**src/rtl/wb_pkg.sv**
```systemverilog
// Shared types for the writeback path: register addresses, data words and the
// hard-wired zero register.
package wb_pkg;

    typedef logic [4:0]  reg_addr_t;
    typedef logic [31:0] word_t;

    localparam reg_addr_t REG_ZERO = 5'd0;

endpackage

```
**src/rtl/tag_fifo.sv**
```systemverilog
// In-order FIFO of pending load destination tags, with two combinational
// match ports that compare an address against every valid entry.
module tag_fifo
    import wb_pkg::*;
#(
    parameter int DEPTH = 4
) (
    input  logic      clock,
    input  logic      reset,
    input  logic      push,
    input  reg_addr_t push_tag,
    input  logic      pop,
    input  reg_addr_t match_addr1,
    input  reg_addr_t match_addr2,
    output logic      full,
    output logic      empty,
    output reg_addr_t head,
    output logic      match1,
    output logic      match2
);

    localparam int PW = $clog2(DEPTH);
    localparam int CW = PW + 1;

    reg_addr_t        mem_q [DEPTH];
    reg_addr_t        mem_d [DEPTH];
    logic [PW-1:0]    wr_ptr_q, wr_ptr_d;
    logic [PW-1:0]    rd_ptr_q, rd_ptr_d;
    logic [CW-1:0]    count_q, count_d;
    logic             do_push, do_pop;
    logic [DEPTH-1:0] valid, hit1, hit2;

    assign full    = (count_q == CW'(DEPTH));
    assign empty   = (count_q == '0);
    assign do_push = push && !full;
    assign do_pop  = pop && !empty;
    assign head    = mem_q[rd_ptr_q];

    always_comb begin
        mem_d    = mem_q;
        wr_ptr_d = wr_ptr_q;
        rd_ptr_d = rd_ptr_q;
        count_d  = count_q;
        if (do_push) begin
            mem_d[wr_ptr_q] = push_tag;
            wr_ptr_d        = wr_ptr_q + 1'b1;
        end
        if (do_pop) begin
            rd_ptr_d = rd_ptr_q + 1'b1;
        end
        case ({do_push, do_pop})
            2'b10:   count_d = count_q + 1'b1;
            2'b01:   count_d = count_q - 1'b1;
            default: count_d = count_q;
        endcase
    end

    // Entry contents need no reset: validity comes only from the pointers and count.
    always_ff @(posedge clock) begin
        if (reset) begin
            wr_ptr_q <= '0;
            rd_ptr_q <= '0;
            count_q  <= '0;
        end else begin
            wr_ptr_q <= wr_ptr_d;
            rd_ptr_q <= rd_ptr_d;
            count_q  <= count_d;
        end
        mem_q <= mem_d;
    end

    generate
        for (genvar gi = 0; gi < DEPTH; gi++) begin : g_entry
            logic [PW-1:0] offset;
            // An entry is live when its distance from the read pointer is below the count.
            assign offset    = PW'(gi) - rd_ptr_q;
            assign valid[gi] = ({1'b0, offset} < count_q);
            assign hit1[gi]  = valid[gi] && (mem_q[gi] == match_addr1);
            assign hit2[gi]  = valid[gi] && (mem_q[gi] == match_addr2);
        end
    endgenerate

    assign match1 = |hit1;
    assign match2 = |hit2;

endmodule

```
**src/rtl/writeback_unit.sv**
```systemverilog
// Register-file write port owner: merges unstallable ALU results with in-order
// load responses and flags read addresses that still wait on a load.
module writeback_unit
    import wb_pkg::*;
#(
    parameter int MAX_OUTSTANDING = 4
) (
    input  logic        clock,
    input  logic        reset,
    input  logic        alu_valid,
    input  logic [4:0]  alu_rd,
    input  logic [31:0] alu_data,
    input  logic        load_issue_valid,
    input  logic [4:0]  load_issue_rd,
    output logic        load_issue_ready,
    input  logic        load_resp_valid,
    input  logic [31:0] load_resp_data,
    output logic        load_resp_ready,
    input  logic [4:0]  rs1_address,
    output logic        rs1_busy,
    input  logic [4:0]  rs2_address,
    output logic        rs2_busy,
    output logic [4:0]  rd_address,
    output logic        rd_write_enable,
    output logic [31:0] rd_write_data
);

    logic      fifo_full, fifo_empty;
    logic      fifo_match1, fifo_match2;
    reg_addr_t head_tag;
    logic      alu_write, push, pop;

    tag_fifo #(
        .DEPTH(MAX_OUTSTANDING)
    ) u_tag_fifo (
        .clock      (clock),
        .reset      (reset),
        .push       (push),
        .push_tag   (load_issue_rd),
        .pop        (pop),
        .match_addr1(rs1_address),
        .match_addr2(rs2_address),
        .full       (fifo_full),
        .empty      (fifo_empty),
        .head       (head_tag),
        .match1     (fifo_match1),
        .match2     (fifo_match2)
    );

    assign alu_write = alu_valid && (alu_rd != REG_ZERO);

    // A load bound for x0 never needs the write port, so it may drain under an ALU write.
    assign load_resp_ready  = !reset && !fifo_empty && !(alu_write && (head_tag != REG_ZERO));
    assign load_issue_ready = !reset && !fifo_full;

    assign push = load_issue_valid && load_issue_ready;
    assign pop  = load_resp_valid && load_resp_ready;

    assign rs1_busy = !reset && (rs1_address != REG_ZERO) && fifo_match1;
    assign rs2_busy = !reset && (rs2_address != REG_ZERO) && fifo_match2;

    always_comb begin
        rd_write_enable = 1'b0;
        rd_address      = REG_ZERO;
        rd_write_data   = '0;
        if (!reset) begin
            if (alu_write) begin
                rd_write_enable = 1'b1;
                rd_address      = alu_rd;
                rd_write_data   = alu_data;
            end else if (pop && (head_tag != REG_ZERO)) begin
                rd_write_enable = 1'b1;
                rd_address      = head_tag;
                rd_write_data   = load_resp_data;
            end
        end
    end

endmodule

```
**config.mk**
```make
export PLATFORM = sky130hd
export DESIGN_NAME = writeback_unit
export DESIGN_NICKNAME = d
export VERILOG_FILES = /design/src/rtl/wb_pkg.sv /design/src/rtl/tag_fifo.sv /design/src/rtl/writeback_unit.sv
export SDC_FILE = /design/constraint.sdc
export NUM_CORES = 1
export LEC_CHECK = 0
export BUFFER_PORTS_ARGS = -buffer_cell sky130_fd_sc_hd__buf_4
export CORE_MARGIN = 10
export CORE_UTILIZATION = 40
export DETAILED_ROUTE_END_ITERATION = 6
export PLACE_DENSITY_LB_ADDON = 0.3
export REMOVE_ABC_BUFFERS = 1
export SLEW_MARGIN = 20
export SYNTH_ARGS = -nofsm -noshare
export SYNTH_HDL_FRONTEND = slang
export SYNTH_SLANG_ARGS = --single-unit
```
**constraint.sdc**
```tcl
create_clock -name clock -period 11.15 [get_ports clock]
set_clock_uncertainty 0.05 [all_clocks]
set_input_delay 3.345 -clock clock [delete_from_list [all_inputs] [get_ports clock]]
set_output_delay 3.345 -clock clock [all_outputs]
set_load 0.05 [all_outputs]
```
-- Word-level counts from Yosys, hierarchy flattened
Cells that the tools add are included.
- shift-type cells: 0
- bitwise gates (word level): 2
- equality and inequality tests: 11
- add/sub/neg operators: 8
- reductions and logical operators: 35
- order comparisons: 7
- multipliers: 0
- div/mod/pow operators: 0
- mux-type cells: 16
- operators by type and width (cell ; number):
    two-way mux 32 bit ; 3
    equality test 5 bit ; 8
    two-way mux 5 bit ; 6
    logical AND 1 bit ; 23
    bitwise mux 20 bit ; 1
    nonzero test 5 bit ; 4
    less-than comparator 2 x 3 -> 1 bit ; 4
    binary-select mux 5 bit (select 2 bit) ; 1
    demux 5 bit (select 2 bit) ; 1
    OR reduction 4 bit ; 2
    greater-or-equal comparator 3 bit, second input constant ; 2
    inverter 2 -> 3 bit ; 2
    one-hot mux 3 bit (2 select lines) ; 1
    adder 2 x 1 -> 2 bit, second input constant ; 2
    logical NOT 1 bit ; 4
    subtractor 1 x 2 -> 2 bit, first input constant ; 2
    subtractor 2 bit, first input constant ; 2
    adder 3 x 1 -> 3 bit, second input constant ; 1
    equality test 3 bit, second input constant ; 1
    logical NOT 3 bit ; 1
    less-than comparator 3 x 1 -> 1 bit, second input constant ; 1
    two-way mux 1 bit ; 3
    subtractor 3 x 1 -> 3 bit, second input constant ; 1
    equality test 2 x 1 -> 1 bit, second input constant ; 1
    other kinds (2) ; 2
- flip-flop bits (word level): 27
- memories: 0
- input port bits: 89
- latch bits: 0
- output and inout port bits: 42
- memory bits (read-only): 0
- memory bits (writable): 0
- logic and storage cells: 86

-- Depth between registers and ports, before layout
Gate-level depths: netlist (run 1).
- depth after elaboration: 13
- gate-level depth with buffers: 11
- gate-level depth less buffers: 10

-- Modules after synthesis
A second synthesis (run 1) with hierarchy kept.
- cell total of the unflattened synthesis: 289
- area total of the unflattened synthesis: 2765.2 sq um
- modules (own cells, without submodules) (module ; cells each ; area each (sq um) ; sequential area each (sq um) ; instances):
    tag_fifo ; 150 ; 1747.9 ; 740.7 ; 1
    writeback_unit ; 139 ; 1017.2 ; 0.0 ; 1

-- Least setup slack after synthesis (run 1)
OpenSTA, ideal clock, no wires.
- path type: input to output
- start point: input port alu_rd[0]
- end point: output port rd_address[4]
- cell stages on the path: 5
- data arrival time: 5.084 ns
- setup slack: 2.671 ns
- path through: or4_1 o21ai_2 and2b_2 nand2_1 a21oi_1
- longest elaborated chain between the ends: 10
- ends and longest elaborated chain (element ; line ; text):
    start: declaration ; writeback_unit.sv:11 ; input logic [4:0] alu_rd,
    nonzero test 5 bit (*) ; writeback_unit.sv:50 ; assign alu_write = alu_valid && (alu_rd != REG_ZERO);
    logical AND 1 bit (*) ; writeback_unit.sv:50 ;
    logical AND 1 bit ; writeback_unit.sv:53 ; assign load_resp_ready = !reset && !fifo_empty && !(alu_write && (head_tag != REG_ZERO));
    logical NOT 1 bit ; writeback_unit.sv:53 ;
    logical AND 1 bit ; writeback_unit.sv:53 ;
    logical AND 1 bit ; writeback_unit.sv:57 ; assign pop = load_resp_valid && load_resp_ready;
    logical AND 1 bit ; writeback_unit.sv:71 ; end else if (pop && (head_tag != REG_ZERO)) begin
    two-way mux 5 bit ; writeback_unit.sv:71 ;
    two-way mux 5 bit (*) ; writeback_unit.sv:67 ; if (alu_write) begin
    two-way mux 5 bit (*) ; writeback_unit.sv:66 ; if (!reset) begin
    end: declaration ; writeback_unit.sv:23 ; output logic [4:0] rd_address,
Every way passes the cells marked *; elsewhere a longest branch is shown, timed or not.

-- Final worst setup path (run 1)
- start point: input port alu_rd[0]
- end point: output port rd_write_data[25]
- longest elaborated chain between the ends: 10
- ends and longest elaborated chain (element ; line ; text):
    nonzero test 5 bit (*) ; writeback_unit.sv:50 ;
    logical AND 1 bit (*) ; writeback_unit.sv:50 ;
    logical AND 1 bit ; writeback_unit.sv:53 ;
    logical NOT 1 bit ; writeback_unit.sv:53 ;
    logical AND 1 bit ; writeback_unit.sv:53 ;
    logical AND 1 bit ; writeback_unit.sv:57 ;
    logical AND 1 bit ; writeback_unit.sv:71 ;
    two-way mux 32 bit ; writeback_unit.sv:71 ;
    two-way mux 32 bit (*) ; writeback_unit.sv:67 ;
    two-way mux 32 bit (*) ; writeback_unit.sv:66 ;
    end: declaration ; writeback_unit.sv:25 ; output logic [31:0] rd_write_data
Marks and branches as above.

==> results of run 1 <==
==> worst reg2reg max path, delay by kind of cell, from the launching register on <==
family | cells | cell delay (ns)
compound gates | 2 | 0.30
xor+xnor | 1 | 0.16
fa+ha+maj | 2 | 0.58
buf+inv | 1 | 0.06
simple gates | 3 | 0.68
flops | 1 | 0.65
mux | 1 | 0.69
==> report_power, final <==
| group | total, uW | leakage, uW | switching (uW) | internal [uW] |
|---|---|---|---|---|
| sequential | 116 | 0.000239 | 4.35 | 111 |
| combinational | 112 | 0.00118 | 62.5 | 49.5 |
| clock | 54.4 | 0.0000255 | 29.4 | 25.0 |
==> state kept, by name, indices dropped and copies added, names as in the netlist <==
register	count
u_tag_fifo.count_q	3
u_tag_fifo.mem_q	20
u_tag_fifo.rd_ptr_q	2
u_tag_fifo.wr_ptr_q	2
==> kinds of logic (layout without fill, tap and decap cells) <==
logic type	after synthesis	in the layout	synth area share [%]
compound gates	60	60	20.1
simple gates	51	51	12.4
xor+xnor	44	44	17.1
buf+inv	29	144	6.48
flops	27	27	32.8
fa+ha+maj	10	10	5.87
mux	5	5	5.32
==> stage by stage <==
stage	area [um2]	util, %
floorplan	2150	-
global placement	3220	58.6
detailed placement	3220	58.6
CTS	3270	59.4
global route	3280	59.5
finish	3280	59.5
==> layer usage <==
layer	wire length (um)	share of wire, %	track usage [%]	vias to the layer above
met2	4160	50	31.8	102
li1	-	-	-	1064
met3	642	7.7	4.63	11
met1	3400	41	19.3	1020
met5	0	0	0	-
met4	155	1.9	5.24	0
==> worst paths after layout <==
kind                          startpoint                     to  slack [ns]  depth (start not counted)
hold / removal     u_tag_fifo.count_q[1]  u_tag_fifo.count_q[1]        0.48                          2
hold reg to reg    u_tag_fifo.count_q[1]  u_tag_fifo.count_q[1]        0.48                          2
setup / recovery               alu_rd[0]      rd_write_data[25]        2.26                          7
setup reg to reg  u_tag_fifo.rd_ptr_q[0]  u_tag_fifo.count_q[2]        7.91                         10
==> final cells by class <==
cell class                      count  area, um2  area share, %
Clock inverter                      1       5.00          0.153
Timing Repair Buffer              131        983           30.0
Tap cell                           72       90.1           2.75
Sequential cell                    27        741           22.6
Multi-Input combinational cell    170       1380           42.2
Inverter                            9       33.8           1.03
Clock buffer                        3       41.3           1.26
==> cells in the final DEF (no fill, tap or decap), drive strengths merged <==
master,instances
nand4,4
dfxtp,7
fa,1
o21ai,6
nor2b,1
and2b,1
mux4,5
o21bai,1
a22oi,2
nand2,5
nand3,6
o22ai,1
and3,4
ha,9
nand2b,1
a31oi,3
xnor2,22
a21oi,10
edfxtp,20
or2,3
nor2,8
or3,4
and2,2
inv,9
a22o,36
xor2,22
o31ai,1
or4,3
clkbuf,3
nor3,9
clkinv,1
buf,131
==> results.md, run 1 <==
* GR Overflow Total at 0
* Slowest-stage cell, CP: nor2b_4
* Die ar. at 9050 um2
* Post-CTS setup buffers at 0
* Tcrit/Tclk final at 79.8%
* CTS tree: done
* GRT Overall Usage at 17.4%
* Buffers & Inverters on Critical Path at 2
* Max-cap check violation count at 0
* Synthesized cell area at 2260 um2
* Diodes inserted at 0
* Die span in x at 95.1 um
* Top-count cell post-synth: a22o_1
* CP delay by family, top: simple AND/OR/NAND/NOR gates
* Vias in the first global route at 2266
* Reg clk slew, reported paths at 0.09 ns
* Area grow syn2layout at 45.0%
* Initial core utilization at 41.0%
* Data required, critical path at 7.76 ns
* Number of synthesized register bits at 27
* Worst-skew pair later-pin latency at 0.27 ns
* Crit Path Class: input port to primary output
* Worst Tran Pin Value at 0.692 ns
* Routed Antenna Nets at 0
* Initial antenna violation count at 0
* CP max FO at 32
* GPL Wtd Cong at 0.916
* Post-DP HPWL at 6.97 mm
* Top cell type's share of synthesized area at 26.6%
* Layout cells sized above 1 at 42.8%
* CP cell instances: buf_4 -> or4_1 -> o21ai_2 -> and2b_2 -> nor2b_4 -> a22o_1 -> buf_4
* Seq/Total Area, Yosys at 32.8%
* Post-synth top area cell: edfxtp_1
* Fmax at 112 MHz
* Final Max Tran Viols at 0
* Peak VDD IR at 0.0795 mV
* Power density over the cells at 86.2 nW/um2
* Status: completed
* Crit end category: primary output
* DIE HEIGHT at 95.1 um
* Clock sinks at 27
* Finish-stage setup viols at 0
* HP Class: flip-flop to flip-flop
* Finished Layout Cells at 413
* Setup ws final at 2.26 ns
* Startpoint Class: input port
* Synthesis warning total at 0
* Core area at 5510 um2
* Slew headroom at 53.8%
* Most instantiated cells after synthesis: a22o_1 (36), xnor2_1 (22), xor2_1 (22)
* Total number of vias at 2197
* Mapped Cells at 226
* Cell count after placement at 409
* Final hold slack at 0.482 ns
* Avg Cell Area, Syn at 9.99 um2
* Setup TNS at 0 ns
* CTS resizes at 0
* CTS Hold Buffers Added at 0
* Ranking of synthesized cells by area: edfxtp_1 (27%), a22o_1 (14%), xnor2_1 (8.5%)
* # DRC at 0
* Post-layout min period at 8.89 ns
* Most used DFF post-synth: edfxtp_1
* Row count at 27
* Nets at 441
* Setup WS pre-CTS at 1.88 ns
* Routed WL at 8.37 mm
* Tot Pwr at 282 uW
* Total iterations of the first detailed-routing run at 4
* Num CTS Buffers at 3
* Wire per inst at 20.3 um
* Most frequent CP cell: buf_4
* Boundary Pins at 131
* Fill cell count at 495
* Clock Tree Buf Depth at 2
* Hold Vio Cnt, Final at 0
* Unique masters post-synth at 34
* Post-synth EDFFs at 20
* CTS root buffer: clkbuf_8
* First-pass GRT wire length at 12.4 mm
* Largest stage delay, worst path at 0.61 ns
* Async S/R FF share, synth at 0%
* RSZ-0062 raised after global routing: no
* Pin count of the biggest net entering global routing at 33
* Pleak at 0.00145 uW
* IO buf count at 130
* Htree depth at 1
* Detailed Route Iter0 Violations at 108
* CP arrival at 5.50 ns
* Vias per cell at 5.32
Power figures use the tool's default switching activity.
==> run 2, diff against run 1 <==
Settings changed: ABC_AREA set to 1.
Clock period 11.15 ns to 7.1 ns, I/O delays scaled along.
==> run 2 against run 1 <==
Net effect:
- utilization decreased by 4.9 points
- count of clock-buffer cells in the layout did not move
- die area up 24%
- cell area grew 20%
- global-route usage is 2.2 points lower
- critical endpoint is now rd_write_data[12]
- first-iteration DRC count is 14% lower
- synthesized cell count up 49%
==> results.md, run 2 <==
* Ranking of synthesized cells by area: edfxtp_1 (20%), nor2_4 (11%), mux2i_1 (11%)
* Final Max Tran Viols at 0
* Fmax at 167 MHz
* Num CTS Buffers at 3
* Setup ws final at 1.12 ns
* Routed WL at 9.14 mm
* Synthesized cell area at 2960 um2
* Number of synthesized register bits at 27
* Post-synth top area cell: edfxtp_1
* Slowest-stage cell, CP: buf_4
* Post-layout min period at 5.98 ns
* Die ar. at 11200 um2
* Top-count cell post-synth: nand2_1
* Largest family of logic cells by synthesized area: simple AND/OR/NAND/NOR gates
* Most frequent CP cell: buf_4
* Data required, critical path at 4.92 ns
* Setup TNS at 0 ns
* Cell count after placement at 545
* Synth Area in Simple Gates at 31.9%
* Post-synthesis adder-cell area fraction at 4.49%
* Peak VDD IR at 0.118 mV
* Seq/Total Area, Yosys at 25.1%
* GPL Wtd Cong at 0.899
* Pin count of the biggest net entering global routing at 38
* Power density over the cells at 128 nW/um2
* Finished Layout Cells at 549
* Top cell type's share of synthesized area at 20.3%
* Most instantiated cells after synthesis: nand2_1 (39), mux2i_1 (32), nor2_1 (30), nor2_4 (30), xor2_1 (23)
* Core area at 7210 um2
* RSZ-0062 raised after global routing: no
* Largest register FFs at 20
* CP delay by family, top: buffers and inverters
* CTS tree: done
* Clock sinks at 27
* Tot Pwr at 504 uW
* CTS Hold Buffers Added at 0
* Slew headroom at 55.8%
* Most used DFF post-synth: edfxtp_1
* Commonest cells after routing, fill and taps aside: buf_4 (131), nand2_1 (38), mux2i_1 (32), nor2_1 (30), nor2_4 (30)
* Setup WS pre-CTS at 1.13 ns
* CP max FO at 32
* Total number of vias at 2683
* Initial core utilization at 41.0%
* Finish-stage setup viols at 0
* Post-DP HPWL at 7.89 mm
* GR Overflow Total at 0
* Htree depth at 1
* Hold Vio Cnt, Final at 0
* Synthesis warning total at 0
* Post-layout util at 54.6%
* Vias in the first global route at 2682
* Max-cap check violation count at 0
* Async S/R FF share, synth at 0%
* CTS root buffer: clkbuf_8
* Post-synth EDFFs at 20
* Vias per cell at 4.89
* Crit end category: primary output
* Routed Antenna Nets at 0
* Largest registers: u_tag_fifo.mem_q x20, u_tag_fifo.count_q x3
* Post-Synth XOR/XNOR Area at 11.9%
* Layout cells sized above 1 at 43.6%
* Startpoint Class: input port
* CP cell instances: buf_4 -> nor3_1 -> nand2_1 -> nand2_2 -> buf_4 -> mux2i_1 -> nor2_4 -> buf_4
* Total iterations of the first detailed-routing run at 4
* IO buf count at 130
* Tcrit/Tclk final at 84.3%
* Area grow syn2layout at 33.2%
* Status: completed
* Crit Path Class: input port to primary output
* DIE HEIGHT at 106 um
* Post-CTS setup buffers at 0
* Largest stage delay, worst path at 0.49 ns
* # DRC at 0
* Post-synthesis compound-gate area fraction at 6.69%
* Worst Tran Pin Value at 0.662 ns
* First-pass GRT wire length at 14.2 mm
* GRT Overall Usage at 15.3%
* Pleak at 0.00181 uW
* Unique masters post-synth at 39
* Clock Tree Buf Depth at 2
* Diodes inserted at 0
* Wire per inst at 16.7 um
* CTS resizes at 0
* Mux cell area share after synthesis at 10.8%
* Row count at 31
* Mapped Cells at 336
* Reg clk slew, reported paths at 0.09 ns
* Die span in x at 106 um
* Avg Cell Area, Syn at 8.80 um2
* CP arrival at 3.80 ns
* Boundary Pins at 131
* Initial antenna violation count at 0
* Detailed Route Iter0 Violations at 93
* HP Class: flip-flop to flip-flop
* Buffers & Inverters on Critical Path at 3
* Nets at 550
* Commonest non-fill, non-tap cell in the layout: buf_4
* Largest register by flop count: u_tag_fifo.mem_q
* Worst-skew pair later-pin latency at 0.27 ns
## run 2: final cells by class
| cell class | instances | area (um2) |
|---|---|---|
| timing repair buffer | 131 | 983 |
| multi-input combinational | 264 | 1950 |
| tap | 99 | 124 |
| inverter | 24 | 92.6 |
| sequential | 27 | 741 |
| fill | 681 | 3280 |
| clock buffer | 3 | 41.3 |
| clock inverter | 1 | 8.76 |
## run 2: worst reg2reg max path, cell delays in order, from the launching register on
cell and delay [ns]:
dfxtp_1 0.76, inv_2 0.19, nand3_1 0.11, nand2_1 0.08
nor2_1 0.16, nand3_1 0.12, o21bai_2 0.21, nand3_2 0.13
inv_1 0.09, ha_1 0.14, inv_1 0.06, fa_1 0.38
a21oi_1 0.14, o21ai_0 0.11, o21ai_0 0.16, a21oi_1 0.05
## run 2: final timing paths
path	startpoint	to	slack, ns	cells after the start
worst max-delay path	alu_rd[1]	rd_write_data[12]	1.12	8
worst min-delay path	u_tag_fifo.wr_ptr_q[1]	u_tag_fifo.wr_ptr_q[1]	0.49	2
worst max register to register	u_tag_fifo.rd_ptr_q[1]	u_tag_fifo.count_q[2]	4.06	15
worst min register to register	u_tag_fifo.wr_ptr_q[1]	u_tag_fifo.wr_ptr_q[1]	0.49	2
## run 2: power by group
part	internal [uW]	switching, uW	leakage [uW]
sequential	175	8.68	0.000239
clock	41.1	48.4	0.0000261
combinational	92.3	139	0.00155
## run 2: per-layer routing
| metal | GRT usage (%) | vias up | routed length [um] |
|---|---|---|---|
| li1 | - | 1344 | - |
| met1 | 18.6 | 1222 | 4020 |
| met2 | 27.0 | 111 | 4420 |
| met3 | 3.68 | 6 | 638 |
| met4 | 2.42 | 0 | 64 |
| met5 | 0 | - | 0 |
## run 2: cells by family after synthesis
kind of cell	Yosys count
adder cells (fa/ha/maj)	10
AND/OR/NAND/NOR	150
multiplexers	32
XOR/XNOR	40
AO/OA/AOI/OAI	32
flip-flops	27
buffers and inverters	45
## run 2: stage by stage
stage          area [um2]  hold slack, ns
5_1_grt              3940           0.544
3_3_place_gp         3890           0.462
4_1_cts              3940           0.501
6_report             3940           0.488
2_1_floorplan        2780           0.422
3_5_place_dp         3890           0.484
